### config.mk
export PLATFORM = sky130hd
export DESIGN_NAME = ps2_host_tx
export DESIGN_NICKNAME = d
export VERILOG_FILES = /design/src/rtl/ps2_host_tx.sv
export SDC_FILE = /design/constraint.sdc
export NUM_CORES = 1
export LEC_CHECK = 0
export BUFFER_PORTS_ARGS = -buffer_cell sky130_fd_sc_hd__buf_4
export CORE_ASPECT_RATIO = 2
export CORE_MARGIN = 1
export CORE_UTILIZATION = 47
export DETAILED_ROUTE_END_ITERATION = 10
export SLEW_MARGIN = 20
export SYNTH_ARGS = -nofsm -noshare
export SYNTH_HDL_FRONTEND = slang
export SYNTH_SLANG_ARGS = --single-unit
### constraint.sdc
create_clock -name clock -period 2.65 [get_ports clock]
set_input_delay 0.1325 -clock clock [delete_from_list [all_inputs] [get_ports clock]]
set_output_delay 0.1325 -clock clock [all_outputs]
set_load 0.05 [all_outputs]
### src/rtl/ps2_host_tx.sv
// Host-to-device PS/2 transmitter: inhibits the bus, requests to send, then shifts a byte
// plus odd parity out on the device clock and checks for the device ACK.
module ps2_host_tx #(
  parameter int unsigned INHIBIT_CYCLES = 5000,
  parameter int unsigned TIMEOUT_CYCLES = 1000000
) (
  input  logic       clock,
  input  logic       reset,
  input  logic       wr,
  input  logic [7:0] wrdata,
  input  logic       ps2_clk_in,
  input  logic       ps2_dat_in,
  output logic       ps2_clk_oe,
  output logic       ps2_dat_oe,
  output logic       busy,
  output logic       done,
  output logic       nack
);

  localparam int unsigned CntMax = (INHIBIT_CYCLES > TIMEOUT_CYCLES) ? INHIBIT_CYCLES
                                                                     : TIMEOUT_CYCLES;
  localparam int unsigned CntW   = $clog2(CntMax) + 1;
  localparam logic [CntW-1:0] InhLast = CntW'(INHIBIT_CYCLES - 1);
  localparam logic [CntW-1:0] ToLast  = CntW'(TIMEOUT_CYCLES - 1);
  localparam logic [CntW-1:0] CntSat  = '1;

  typedef enum logic [2:0] {
    StIdle, StInhibit, StReq, StSend, StAck, StWaitIdle
  } state_e;

  state_e          state_q, state_d;
  logic [CntW-1:0] cnt_q, cnt_d, cnt_inc;
  logic [3:0]      bitcnt_q, bitcnt_d;
  logic [8:0]      sr_q, sr_d;
  logic            ack_bad_q, ack_bad_d;
  logic            clk_oe_q, clk_oe_d;
  logic            dat_oe_q, dat_oe_d;
  logic            busy_q, busy_d;
  logic            done_q, done_d;
  logic            nack_q, nack_d;

  logic clk_meta_q, clk_sync_q, clk_prev_q;
  logic dat_meta_q, dat_sync_q;
  logic fall, timeout;

  // Sync flops reset high so an idle bus does not look like a falling edge.
  always_ff @(posedge clock) begin
    if (reset) begin
      clk_meta_q <= 1'b1;
      clk_sync_q <= 1'b1;
      clk_prev_q <= 1'b1;
      dat_meta_q <= 1'b1;
      dat_sync_q <= 1'b1;
    end else begin
      clk_meta_q <= ps2_clk_in;
      clk_sync_q <= clk_meta_q;
      clk_prev_q <= clk_sync_q;
      dat_meta_q <= ps2_dat_in;
      dat_sync_q <= dat_meta_q;
    end
  end

  assign fall    = clk_prev_q & ~clk_sync_q;
  assign timeout = (cnt_q == ToLast);

  always_comb begin
    state_d   = state_q;
    cnt_d     = cnt_q;
    bitcnt_d  = bitcnt_q;
    sr_d      = sr_q;
    ack_bad_d = ack_bad_q;
    clk_oe_d  = 1'b0;
    dat_oe_d  = 1'b0;
    done_d    = 1'b0;
    nack_d    = nack_q;
    cnt_inc   = (cnt_q == CntSat) ? cnt_q : cnt_q + CntW'(1);

    unique case (state_q)
      StIdle: begin
        if (wr && !busy_q) begin
          state_d  = StInhibit;
          cnt_d    = '0;
          bitcnt_d = '0;
          sr_d     = {~^wrdata, wrdata};
          clk_oe_d = 1'b1;
        end
      end
      StInhibit: begin
        clk_oe_d = 1'b1;
        if (cnt_q == InhLast) begin
          state_d  = StReq;
          dat_oe_d = 1'b1;
        end else begin
          cnt_d = cnt_inc;
        end
      end
      StReq: begin
        state_d  = StSend;
        cnt_d    = '0;
        bitcnt_d = '0;
        dat_oe_d = 1'b1;
      end
      StSend: begin
        if (timeout) begin
          state_d = StIdle;
          done_d  = 1'b1;
          nack_d  = 1'b1;
        end else begin
          cnt_d    = cnt_inc;
          dat_oe_d = dat_oe_q;
          if (fall) begin
            // Ones shifted in behind the parity bit become the stop bit.
            dat_oe_d = ~sr_q[0];
            sr_d     = {1'b1, sr_q[8:1]};
            bitcnt_d = bitcnt_q + 4'd1;
            if (bitcnt_q == 4'd9) begin
              state_d = StAck;
            end
          end
        end
      end
      StAck: begin
        if (timeout) begin
          state_d = StIdle;
          done_d  = 1'b1;
          nack_d  = 1'b1;
        end else begin
          cnt_d = cnt_inc;
          if (fall) begin
            ack_bad_d = dat_sync_q;
            state_d   = StWaitIdle;
          end
        end
      end
      StWaitIdle: begin
        if (timeout) begin
          state_d = StIdle;
          done_d  = 1'b1;
          nack_d  = 1'b1;
        end else begin
          cnt_d = cnt_inc;
          if (clk_sync_q && dat_sync_q) begin
            state_d = StIdle;
            done_d  = 1'b1;
            nack_d  = ack_bad_q;
          end
        end
      end
      default: state_d = StIdle;
    endcase

    // Busy stays up through the done cycle so a wr there is ignored.
    busy_d = (state_d != StIdle) || done_d;
  end

  always_ff @(posedge clock) begin
    if (reset) begin
      state_q   <= StIdle;
      cnt_q     <= '0;
      bitcnt_q  <= '0;
      sr_q      <= '0;
      ack_bad_q <= 1'b0;
      clk_oe_q  <= 1'b0;
      dat_oe_q  <= 1'b0;
      busy_q    <= 1'b0;
      done_q    <= 1'b0;
      nack_q    <= 1'b0;
    end else begin
      state_q   <= state_d;
      cnt_q     <= cnt_d;
      bitcnt_q  <= bitcnt_d;
      sr_q      <= sr_d;
      ack_bad_q <= ack_bad_d;
      clk_oe_q  <= clk_oe_d;
      dat_oe_q  <= dat_oe_d;
      busy_q    <= busy_d;
      done_q    <= done_d;
      nack_q    <= nack_d;
    end
  end

  assign ps2_clk_oe = clk_oe_q;
  assign ps2_dat_oe = dat_oe_q;
  assign busy       = busy_q;
  assign done       = done_q;
  assign nack       = nack_q;

endmodule

# --- Word-level counts from Yosys, hierarchy flattened ---
# Index checks and enable logic that the tools add are counted.
classes:
  n_mux: 37
  reduce_logical: 18
  bitwise_logic: 4
  n_addsub: 2
  n_eq_ne: 17
op_table:
  columns: ["op", "n"]
  rows:
  - ["two-way mux 21 bit", 4]
  - ["one-hot mux 21 bit (4 select lines)", 1]
  - ["two-way mux 3 bit", 9]
  - ["two-way mux 9 bit", 3]
  - ["adder 21 x 1 -> 21 bit (second input constant)", 1]
  - ["equality test 21 x 13 -> 1 bit (second input constant)", 1]
  - ["equality test 21 x 20 -> 1 bit (second input constant)", 1]
  - ["equality test 21 bit (second input constant)", 1]
  - ["one-hot mux 3 bit (6 select lines)", 1]
  - ["one-hot mux 9 bit (2 select lines)", 1]
  - ["two-way mux 4 bit", 3]
  - ["one-hot mux 4 bit (3 select lines)", 1]
  - ["AND reduction 4 bit", 3]
  - ["two-way mux 1 bit", 10]
  - ["inequality test 2 bit (second input constant)", 5]
  - ["XNOR reduction 8 bit", 1]
  - ["equality test 3 x 2 -> 1 bit (second input constant)", 2]
  - ["equality test 3 bit (second input constant)", 2]
  - ["inequality test 3 bit (second input constant)", 2]
  - ["one-hot mux 1 bit (2 select lines)", 3]
  - ["AND reduction 3 bit", 2]
  - ["nonzero test 3 bit", 2]
  - ["adder 4 x 1 -> 4 bit (second input constant)", 1]
  - ["equality test 4 bit (second input constant)", 1]
  - ["other kinds (13)", 17]
totals:
  inputBits: 13
  register_bits: 48
  word_cells: 93

# --- Longest topological paths before layout ---
# Gate-level depths: netlist of the first run.
logic_depth:
  ltp_word: 7
  ltp_mapped: 8
  depth_no_buf: 7

# --- Least setup slack after synthesis of the first run ---
# OpenSTA, ideal clock, no wires.
synth_path:
  path_type: "reg-to-reg"
  start: "register cnt_q[0]"
  end: "register cnt_q[15]"
  path_stages_with_launch: 8
  t_arrival_ns: 1.793
  setup_slack_ns: 0.730
  setup_time_ns: 0.128
  path_cell_list: "dfxtp_1 -> ha_1 -> nor4b_1 -> nand4_1 -> o41ai_4 -> nor3_1 -> xnor2_1 -> nor2_1"
synth_via:
  elab_chain_len: 4
  elab_cells_between_ends: 11
synth_lines:
  columns: ["element", "line", "text"]
  rows:
  - ["start: declaration", "32", "logic [CntW-1:0] cnt_q, cnt_d, cnt_inc;"]
  - ["start signal: assignment", "170", "cnt_q <= cnt_d;"]
  - ["adder 21 x 1 -> 21 bit / equality test 21 bit (equally long branches)", "76", "cnt_inc = (cnt_q == CntSat) ? cnt_q : cnt_q + CntW'(1);"]
  - ["two-way mux 21 bit", "76", null]
  - ["two-way mux 21 bit, on equally long branches", null, null]
  - ["one-hot mux 21 bit (4 select lines)", "78", "unique case (state_q)"]
# Parallel ways exist; a longest one is shown, timed or not. The select of a mux whose other input is x is not followed.
# A chain may end at the register's enable or synchronous reset.

# --- Worst setup path after layout of the first run ---
layout_path:
  start: "register cnt_q[0]"
  end: "register cnt_q[8]"
# The elaborated chain is that of the path after synthesis.

==> results of run 1 <==
-- worst max path at each step --
stage          startpoint         to  slack [ns]  cells past startpoint
6_report         cnt_q[0]   cnt_q[8]        0.37                      7
5_1_grt          cnt_q[0]  cnt_q[15]        0.14                      7
4_1_cts          cnt_q[0]   cnt_q[8]        0.37                      7
3_5_place_dp     cnt_q[0]   cnt_q[8]        0.39                      7
3_3_place_gp     cnt_q[0]   cnt_q[8]        0.37                      7
2_1_floorplan    cnt_q[0]  cnt_q[15]        0.73                      7
-- critical path: cells and delay by family (launching register included) --
family / cells / cell delay, ns
and+or+nand+nor: 4 / 0.70
DFF: 1 / 0.43
xor gates and xnor gates: 1 / 0.16
AOI/OAI and AO/OA: 1 / 0.52
adders and majority gates: 1 / 0.36
-- layer usage --
| metal | routed length (microns) | part of all wire |
|---|---|---|
| met5 | 0 | 0 |
| met4 | 155 | 0.028 |
| met3 | 104 | 0.019 |
| met2 | 3160 | 0.57 |
| met1 | 2110 | 0.38 |
-- power breakdown --
part	internal [mW]	switching [mW]	leakage (nW)
registers	0.747	0.0207	0.391
logic	0.0710	0.0916	0.511
clock network	0.333	0.249	0.0645
total	1.15	0.361	0.966
-- final cells by class --
class,count,area (sq um),area share
multi-input cells,225,1470,0.522
flip-flops and latches,48,961,0.342
repair buffers,21,158,0.0560
clock buffers,7,96.3,0.0343
well taps,58,72.6,0.0258
clock inverters,1,30.0,0.0107
inverters,7,26.3,0.00934
-- cells by family after synthesis --
kind of cell	after synthesis	share of synthesized area
simple gates	150	0.321
fa+ha+maj	3	0.0149
flops	48	0.381
buf+inv	20	0.0367
mux	4	0.0164
compound gates	44	0.147
xor+xnor	24	0.0833
-- state kept, by name, indices dropped and copies added, names as in the netlist --
signal      flops
cnt_q          21
sr_q            9
bitcnt_q        4
state_q         3
ack_bad_q       1
busy            1
clk_meta_q      1
clk_prev_q      1
clk_sync_q      1
dat_meta_q      1
dat_sync_q      1
done            1
nack            1
ps2_clk_oe      1
ps2_dat_oe      1
-- Yosys cell counts, drive strengths merged, types with 3 or more instances --
| cell | number | area, sq um |
|---|---|---|
| dfxtp | 48 | 961 |
| nor2 | 44 | 175 |
| nand2 | 31 | 124 |
| xnor2 | 21 | 184 |
| nor3 | 18 | 95.1 |
| nand3 | 10 | 50.1 |
| a311oi | 9 | 85.1 |
| clkbuf | 9 | 33.8 |
| nand4 | 8 | 65.1 |
| or2 | 8 | 50.1 |
| inv | 7 | 26.3 |
| a21oi | 6 | 30.0 |
| nor4 | 6 | 37.5 |
| o21ai | 6 | 30.0 |
| and4 | 4 | 40.0 |
| buf | 4 | 32.5 |
| nor2b | 4 | 25.0 |
| nor4b | 4 | 56.3 |
| or3 | 4 | 25.0 |
| ha | 3 | 37.5 |
| mux2i | 3 | 30.0 |
| nand2b | 3 | 18.8 |
| xor2 | 3 | 26.3 |
==> impl_metrics.py, run 1 <==
metrics = {
    "die": {
        "coreArea_sq_mm": 0.00514,
        "io_pins": 18,
        "start_util": 0.491,
        "die_x_microns": 53.8,
        "die-height_microns": 106,
        "die_area_sq_mm": 0.00568,
        "rows": 37,
    },
    "layout": {
        "final_area_sq_mm": 0.00281,
        "fin_cells": 367,
        "fillers": 507,
        "area_growth_pct": 11.5,
        "layout.cells.most_common": "dfxtp_1",
        "final_nets": 324,
        "drive_gt1_frac": 0.168,
        "fin_util": 0.547,
        "antenna_cells": 0,
        "final_cell_mix": "dfxtp_1 (48), nor2_1 (42), nand2_1 (30), xnor2_1 (21), buf_4 (21)",
    },
    "grt": {
        "grt.total_usage": 0.216,
        "grt_pass1_vias": 1989,
        "met2_usage": 0.402,
        "grt_use_met1": 0.216,
        "grt_overflow": 0,
        "antenna_found_initial": 0,
        "global_route.peak_usage_layer": "met2",
        "grt_use_met3": 0.0346,
        "grt_pass1_wl_microns": 9140,
        "grt_max_degree": 29,
    },
    "placed_design": {
        "dpl.hpwl_microns": 4150,
        "place.gp.congestion": 0.836,
        "placedCellCount": 359,
        "port_buffers": 17,
        "dpl_cell_area_sq_mm": 0.00269,
        "dp_slack_ns": 0.387,
    },
    "timing": {
        "max_clock_freq_mhz": 438,
        "finalCriticalPeriod_ns": 2.28,
        "finalCritPeriodShare": 0.861,
        "fin_hold_ws_ns": 0.0145,
        "setup_tns_ns": 0,
        "tightest_slew_ns": 0.919,
        "final.setup_skew_ns": 0.00752,
        "setup_slack_ns": 0.367,
        "hold_violations": 0,
        "slew_violations": 0,
        "slew_headroom": 0.385,
        "rsz0062_at_grt": "no",
        "finalSetupViolations": 0,
    },
    "hold_path": {
        "hp-start": "ps2_dat_in",
        "hold_depth": 2,
        "min_delay_worst_endpoint": "dat_meta_q",
        "hold_path.class": "primary input to register",
    },
    "logic_synthesis": {
        "ys_types": 56,
        "synth_fp_nets": 309,
        "synth-edff-count": 0,
        "async_flop_share": 0,
        "syn_area_sq_mm": 0.00252,
        "yosys_register_bits": 48,
        "yosys_warnings": 0,
        "syn_inst": 293,
        "ys_seq_area_frac": 0.381,
        "syn_area_per_cell_sq_um": 8.61,
        "synthFlopType": "dfxtp_1",
    },
    "setup_path": {
        "worstSetupEndpointType": "register",
        "slowest_stage": "o41ai_4",
        "cp_slowest_stage_delay_ns": 0.52,
        "r2r_start": "cnt_q[0]",
        "worstReg2RegEnd": "cnt_q[8]",
        "r2r_cells": 7,
        "critPathArrivalTime_ns": 2.47,
        "rrSetupSlack_ns": 0.37,
        "cp_cell_sequence": "ha_1 > nor4b_1 > nand4_1 > o41ai_4 > nor4_1 > xnor2_1 > nor2_1",
        "cp_max_fo": 9,
        "startpoint_type": "register",
        "critical_path_class": "register to register",
        "crit_required_ns": 2.84,
    },
    "clock_tree": {
        "postCtsResizedCells": 0,
        "cts_tree": "yes",
        "h-tree-depth": 2,
        "cts.sinks": 48,
        "cts_buffer_depth": 2,
        "clock_latency_ns": 0.30,
        "post_cts_buffers": 0,
        "clk_pin_slew_ns": 0.09,
        "numCtsBuffers": 5,
        "cts_root_buffer": "clkbuf_8",
        "cts_hold_buf": 0,
    },
    "power": {
        "vdd_drop_max_uv": 480,
        "power.leakage_nw": 0.966,
        "p_per_area_mw_per_mm2": 538,
        "totalPowerFinal_mw": 1.51,
    },
    "routing": {
        "drt-wirelength-per-cell_microns": 15.1,
        "wirelength_microns": 5530,
        "drtPass1Iterations": 5,
        "postRouteAntennaNets": 0,
        "via_per_inst": 5.72,
        "drc": 0,
        "drt_iter0_drc": 41,
        "vias": 2101,
    },
    "flow_run": {
        "max_cap_violations": 0,
    },
    "run_status": {
        "status": "finished, final reports clean",
    },
}
(Power assumes the default switching activity.)
==> run 2, diff against run 1 <==
PLACE_DENSITY = 0.67   (was not set)
clock period = 2.1 ns   (was 2.65 ns; I/O delays follow)
==> run 2 against run 1 <==
Against the previous run: sequential share of layout area is 1.3 points lower; sequential power increased by 25%; sequential cell count unchanged; clock-buffer cell count down 1; clock power grew 20%; final area up 4.0%; power rose by 25%; critical path type unchanged; largest power group unchanged; highest routed layer unchanged.
==> impl_metrics.py, run 2 (same netlist as run 1, synthesis figures left out) <==
metrics = {
    "clock_tree": {
        "cts_root_buffer": "clkbuf_8",
        "cts_tree": "yes",
        "cts.sinks": 48,
        "h-tree-depth": 2,
        "clk_pin_slew_ns": 0.09,
        "cts_buffer_depth": 2,
        "clock_latency_ns": 0.30,
        "numCtsBuffers": 5,
        "postCtsResizedCells": 0,
    },
    "flow_run": {
        "max_cap_violations": 0,
    },
    "layout": {
        "final_nets": 339,
        "final_cell_mix": "dfxtp_1 (48), nor2_1 (42), buf_4 (34), nand2_1 (30), xnor2_1 (21)",
        "drive_gt1_frac": 0.201,
        "fillers": 498,
        "largest-register": "cnt_q",
        "largest_reg_flops": 21,
        "final_area_sq_mm": 0.00293,
        "area_growth_pct": 16.0,
        "antenna_cells": 0,
        "top_regs": "cnt_q: 21 flops, sr_q: 9 flops, bitcnt_q: 4 flops",
        "layout.cells.most_common": "dfxtp_1",
    },
    "die": {
        "die_area_sq_mm": 0.00568,
        "die-height_microns": 106,
        "coreArea_sq_mm": 0.00514,
        "die_x_microns": 53.8,
        "rows": 37,
        "io_pins": 18,
        "start_util": 0.491,
    },
    "routing": {
        "wirelength_microns": 5540,
        "vias": 2202,
        "drc": 0,
        "drtPass1Iterations": 4,
        "drt-wirelength-per-cell_microns": 14.5,
        "drt_iter0_drc": 48,
        "postRouteAntennaNets": 0,
        "via_per_inst": 5.76,
    },
    "hold_path": {
        "hold_path.class": "primary input to register",
    },
    "timing": {
        "tightest_slew_ns": 0.433,
        "setup_tns_ns": 0,
        "finalCriticalPeriod_ns": 1.92,
        "max_clock_freq_mhz": 521,
        "hold_violations": 0,
        "fin_hold_ws_ns": 0.0850,
        "slew_headroom": 0.709,
        "final.setup_skew_ns": 0.00866,
        "rsz0062_at_grt": "no",
        "finalSetupViolations": 0,
        "finalCritPeriodShare": 0.915,
        "slew_violations": 0,
    },
    "grt": {
        "antenna_found_initial": 0,
        "grt_overflow": 0,
        "grt_pass1_wl_microns": 9260,
        "grt_max_degree": 29,
        "grt_pass1_vias": 2137,
        "grt.total_usage": 0.220,
    },
    "setup_path": {
        "worstSetupEndpointType": "register",
        "critical_path_class": "register to register",
        "crit_required_ns": 2.30,
        "startpoint_type": "register",
        "cp_max_fo": 8,
        "critPathArrivalTime_ns": 2.12,
    },
    "power": {
        "totalPowerFinal_mw": 1.89,
        "p_per_area_mw_per_mm2": 647,
        "vdd_drop_max_uv": 541,
        "power.leakage_nw": 1.04,
    },
    "placed_design": {
        "port_buffers": 17,
        "dpl_cell_area_sq_mm": 0.00277,
        "dpl.hpwl_microns": 4200,
        "place.gp.congestion": 0.838,
    },
    "run_status": {
        "status": "finished, final reports clean",
    },
}
-- run 2: changes by cell type in the layout (fill, tap and decap cells not counted), sizes merged --
cell / before / now
clkbuf: 7 / 6
clkinv: 0 / 1
dlygate4sd3: 0 / 2
buf: 21 / 34
-- run 2: timing repair --
action | in CTS | in global routing
endpoints found under the hold margin | 2 | 0
setup buffers | 0 | 2
setup endpoints to repair | 0 | 1
hold buffers | 2 | 0
-- run 2: worst paths after layout --
| kind | slack [ns] | start | cells past startpoint | to |
|---|---|---|---|---|
| max reg2reg | 0.18 | cnt_q[14] | 6 | cnt_q[0] |
| min | 0.08 | wrdata[1] | 3 | sr_q[1] |
| min reg2reg | 0.41 | clk_meta_q | 1 | clk_sync_q |
| max | 0.18 | cnt_q[14] | 6 | cnt_q[0] |
-- run 2: worst max-delay path: stages (launching register included) --
cell and delay (ns):
dfxtp_1 0.45, nor4b_2 0.35, nand4_4 0.21, nor2_4 0.25
nor2_1 0.08, o21a_1 0.22, mux2_2 0.26
-- run 2: area by class of cell --
cell class / count / area, sq um / share of cell area
clock buffers: 6 / 82.6 / 0.0282
inverters: 7 / 26.3 / 0.00898
clock inverters: 2 / 38.8 / 0.0133
well taps: 58 / 72.6 / 0.0248
multi-input cells: 225 / 1470 / 0.502
repair buffers: 36 / 275 / 0.0941
flip-flops and latches: 48 / 961 / 0.328
-- run 2: per-stage QoR --
step,setup slack [ns],utilization,cells
after global placement,0.154,0.539,370
after detailed placement,0.100,0.539,370
after CTS,0.0813,0.566,380
after floorplan,0.180,-,293
after global routing,0.00326,0.569,382
final,0.179,0.569,382
-- run 2: power by group --
group | internal (mW) | switching [mW]
Clock | 0.389 | 0.310
Sequential | 0.943 | 0.0170
Combinational | 0.105 | 0.129
-- run 2: metal layers --
metal | GRT usage | wire [microns] | up-vias
met5 | 0 | 0 | -
met4 | 0.120 | 144 | 0
met3 | 0.0289 | 108 | 10
met2 | 0.407 | 3230 | 40
met1 | 0.214 | 2050 | 1047
li1 | - | - | 1105
==> run 3, diff against run 2 <==
HOLD_SLACK_MARGIN = 0.12   (was not set)
==> run 3 against run 2 <==
Against the previous run: combinational power rose by 6%; die area did not move; sequential cell count did not move; clock power barely moved; sequential share of layout area fell by 0.88 points; wire length rose by 2.3%; first-iteration DRC count fell by 15%; maximum frequency rose by 0.28%; worst setup slack improved by 0.0054 ns; critical endpoint unchanged; clock-buffer cell count did not move; critical path depth did not move; via count did not move; critical path type unchanged; largest power group unchanged.
==> impl_metrics.py, run 3 (same netlist as run 1, synthesis figures left out) <==
metrics = {
    "run_status": {
        "status": "finished, final reports clean",
    },
    "layout": {
        "largest_reg_flops": 21,
        "fin_cells": 390,
        "fillers": 486,
        "final_cell_mix": "dfxtp_1 (48), nor2_1 (42), buf_4 (34), nand2_1 (30), xnor2_1 (21)",
        "drive_gt1_frac": 0.196,
        "largest-register": "cnt_q",
        "regArea_sq_um": 961,
        "multi_input_area_sq_mm": 0.00147,
        "top_regs": "cnt_q: 21 flops, sr_q: 9 flops, bitcnt_q: 4 flops",
        "fin_util": 0.585,
        "final_nets": 347,
        "antenna_cells": 0,
        "area_growth_pct": 19.1,
        "layout.cells.most_common": "dfxtp_1",
    },
    "setup_path": {
        "critical_path_class": "register to register",
        "crit_required_ns": 2.30,
        "cp_max_fo": 8,
        "startpoint_type": "register",
        "worstSetupEndpointType": "register",
        "critPathArrivalTime_ns": 2.11,
    },
    "timing": {
        "finalCritPeriodShare": 0.912,
        "rsz0062_at_grt": "no",
        "finalCriticalPeriod_ns": 1.92,
        "max_clock_freq_mhz": 522,
        "tightest_slew_ns": 0.423,
        "setup_slack_ns": 0.185,
        "slew_headroom": 0.716,
        "hold_violations": 0,
        "finalSetupViolations": 0,
        "final.setup_skew_ns": 0.00889,
        "setup_tns_ns": 0,
        "slew_violations": 0,
    },
    "grt": {
        "grt_max_degree": 29,
        "grt.total_usage": 0.224,
        "grt_pass1_vias": 2196,
        "grt_pass1_wl_microns": 9450,
        "antenna_found_initial": 0,
        "grt_overflow": 0,
    },
    "power": {
        "totalPowerFinal_mw": 1.91,
        "power.leakage_nw": 1.07,
        "vdd_drop_max_uv": 554,
        "p_per_area_mw_per_mm2": 634,
    },
    "clock_tree": {
        "cts_tree": "yes",
        "postCtsResizedCells": 0,
        "numCtsBuffers": 5,
        "h-tree-depth": 2,
        "cts_buffer_depth": 2,
        "cts_root_buffer": "clkbuf_8",
        "clk_pin_slew_ns": 0.09,
        "cts.sinks": 48,
        "clock_latency_ns": 0.30,
    },
    "die": {
        "die_x_microns": 53.8,
        "die-height_microns": 106,
        "die_area_sq_mm": 0.00568,
        "start_util": 0.491,
        "io_pins": 18,
        "coreArea_sq_mm": 0.00514,
        "rows": 37,
    },
    "placed_design": {
        "dp_slack_ns": 0.100,
        "port_buffers": 17,
        "placedCellCount": 370,
        "place.gp.congestion": 0.838,
        "dpl.hpwl_microns": 4200,
    },
    "routing": {
        "drt_iter0_drc": 41,
        "drtPass1Iterations": 4,
        "drt-wirelength-per-cell_microns": 14.5,
        "wirelength_microns": 5670,
        "vias": 2202,
        "postRouteAntennaNets": 0,
        "drc": 0,
        "via_per_inst": 5.65,
    },
    "hold_path": {
        "hold_path.class": "primary input to register",
    },
    "flow_run": {
        "max_cap_violations": 0,
    },
}
[run 3: final timing paths]
| kind | start | cells after the start | endpoint | slack (ns) |
|---|---|---|---|---|
| max reg2reg | cnt_q[14] | 6 | cnt_q[0] | 0.18 |
| min | reset | 2 | ack_bad_q | 0.16 |
| min reg2reg | clk_meta_q | 1 | clk_sync_q | 0.41 |
| max | cnt_q[14] | 6 | cnt_q[0] | 0.18 |
[run 3: timing repair]
action / 4_1_cts / 5_1_grt
hold buffers: 10 / 0
setup endpoints to repair: 0 / 1
buffers inserted: 0 / 2
endpoints found under the hold margin: 10 / 0
[run 3: report_power, final]
group          internal, mW  switching [mW]
sequential            0.943          0.0169
clock                 0.389           0.310
combinational         0.115           0.133
total                  1.45           0.460
[run 3: metrics by stage]
step	cell area, sq um	hold WS, ns
final	3010	0.158
after global routing	3010	0.173
after CTS	2990	0.160
after detailed placement	2770	0.293
after global placement	2770	0.291
after floorplan	2520	0.209
[run 3: cell type report]
type	instances	area share
timing repair buffer	44	0.118
tap	58	0.0241
sequential	48	0.320
clock buffer	6	0.0275
inverter	7	0.00874
clock inverter	2	0.0129
multi-input combinational	225	0.489
[run 3: layer usage]
metal | GRT usage | part of all wire
met5 | 0 | 0
met4 | 0.120 | 0.025
met3 | 0.0289 | 0.016
met2 | 0.417 | 0.59
met1 | 0.217 | 0.37
[run 3: worst max-delay path, stage by stage, from the launching register on]
cell and delay (ns):
dfxtp_1 0.45, nor4b_2 0.35, nand4_4 0.21, nor2_4 0.25, nor2_1 0.08, o21a_1 0.22
mux2_2 0.26
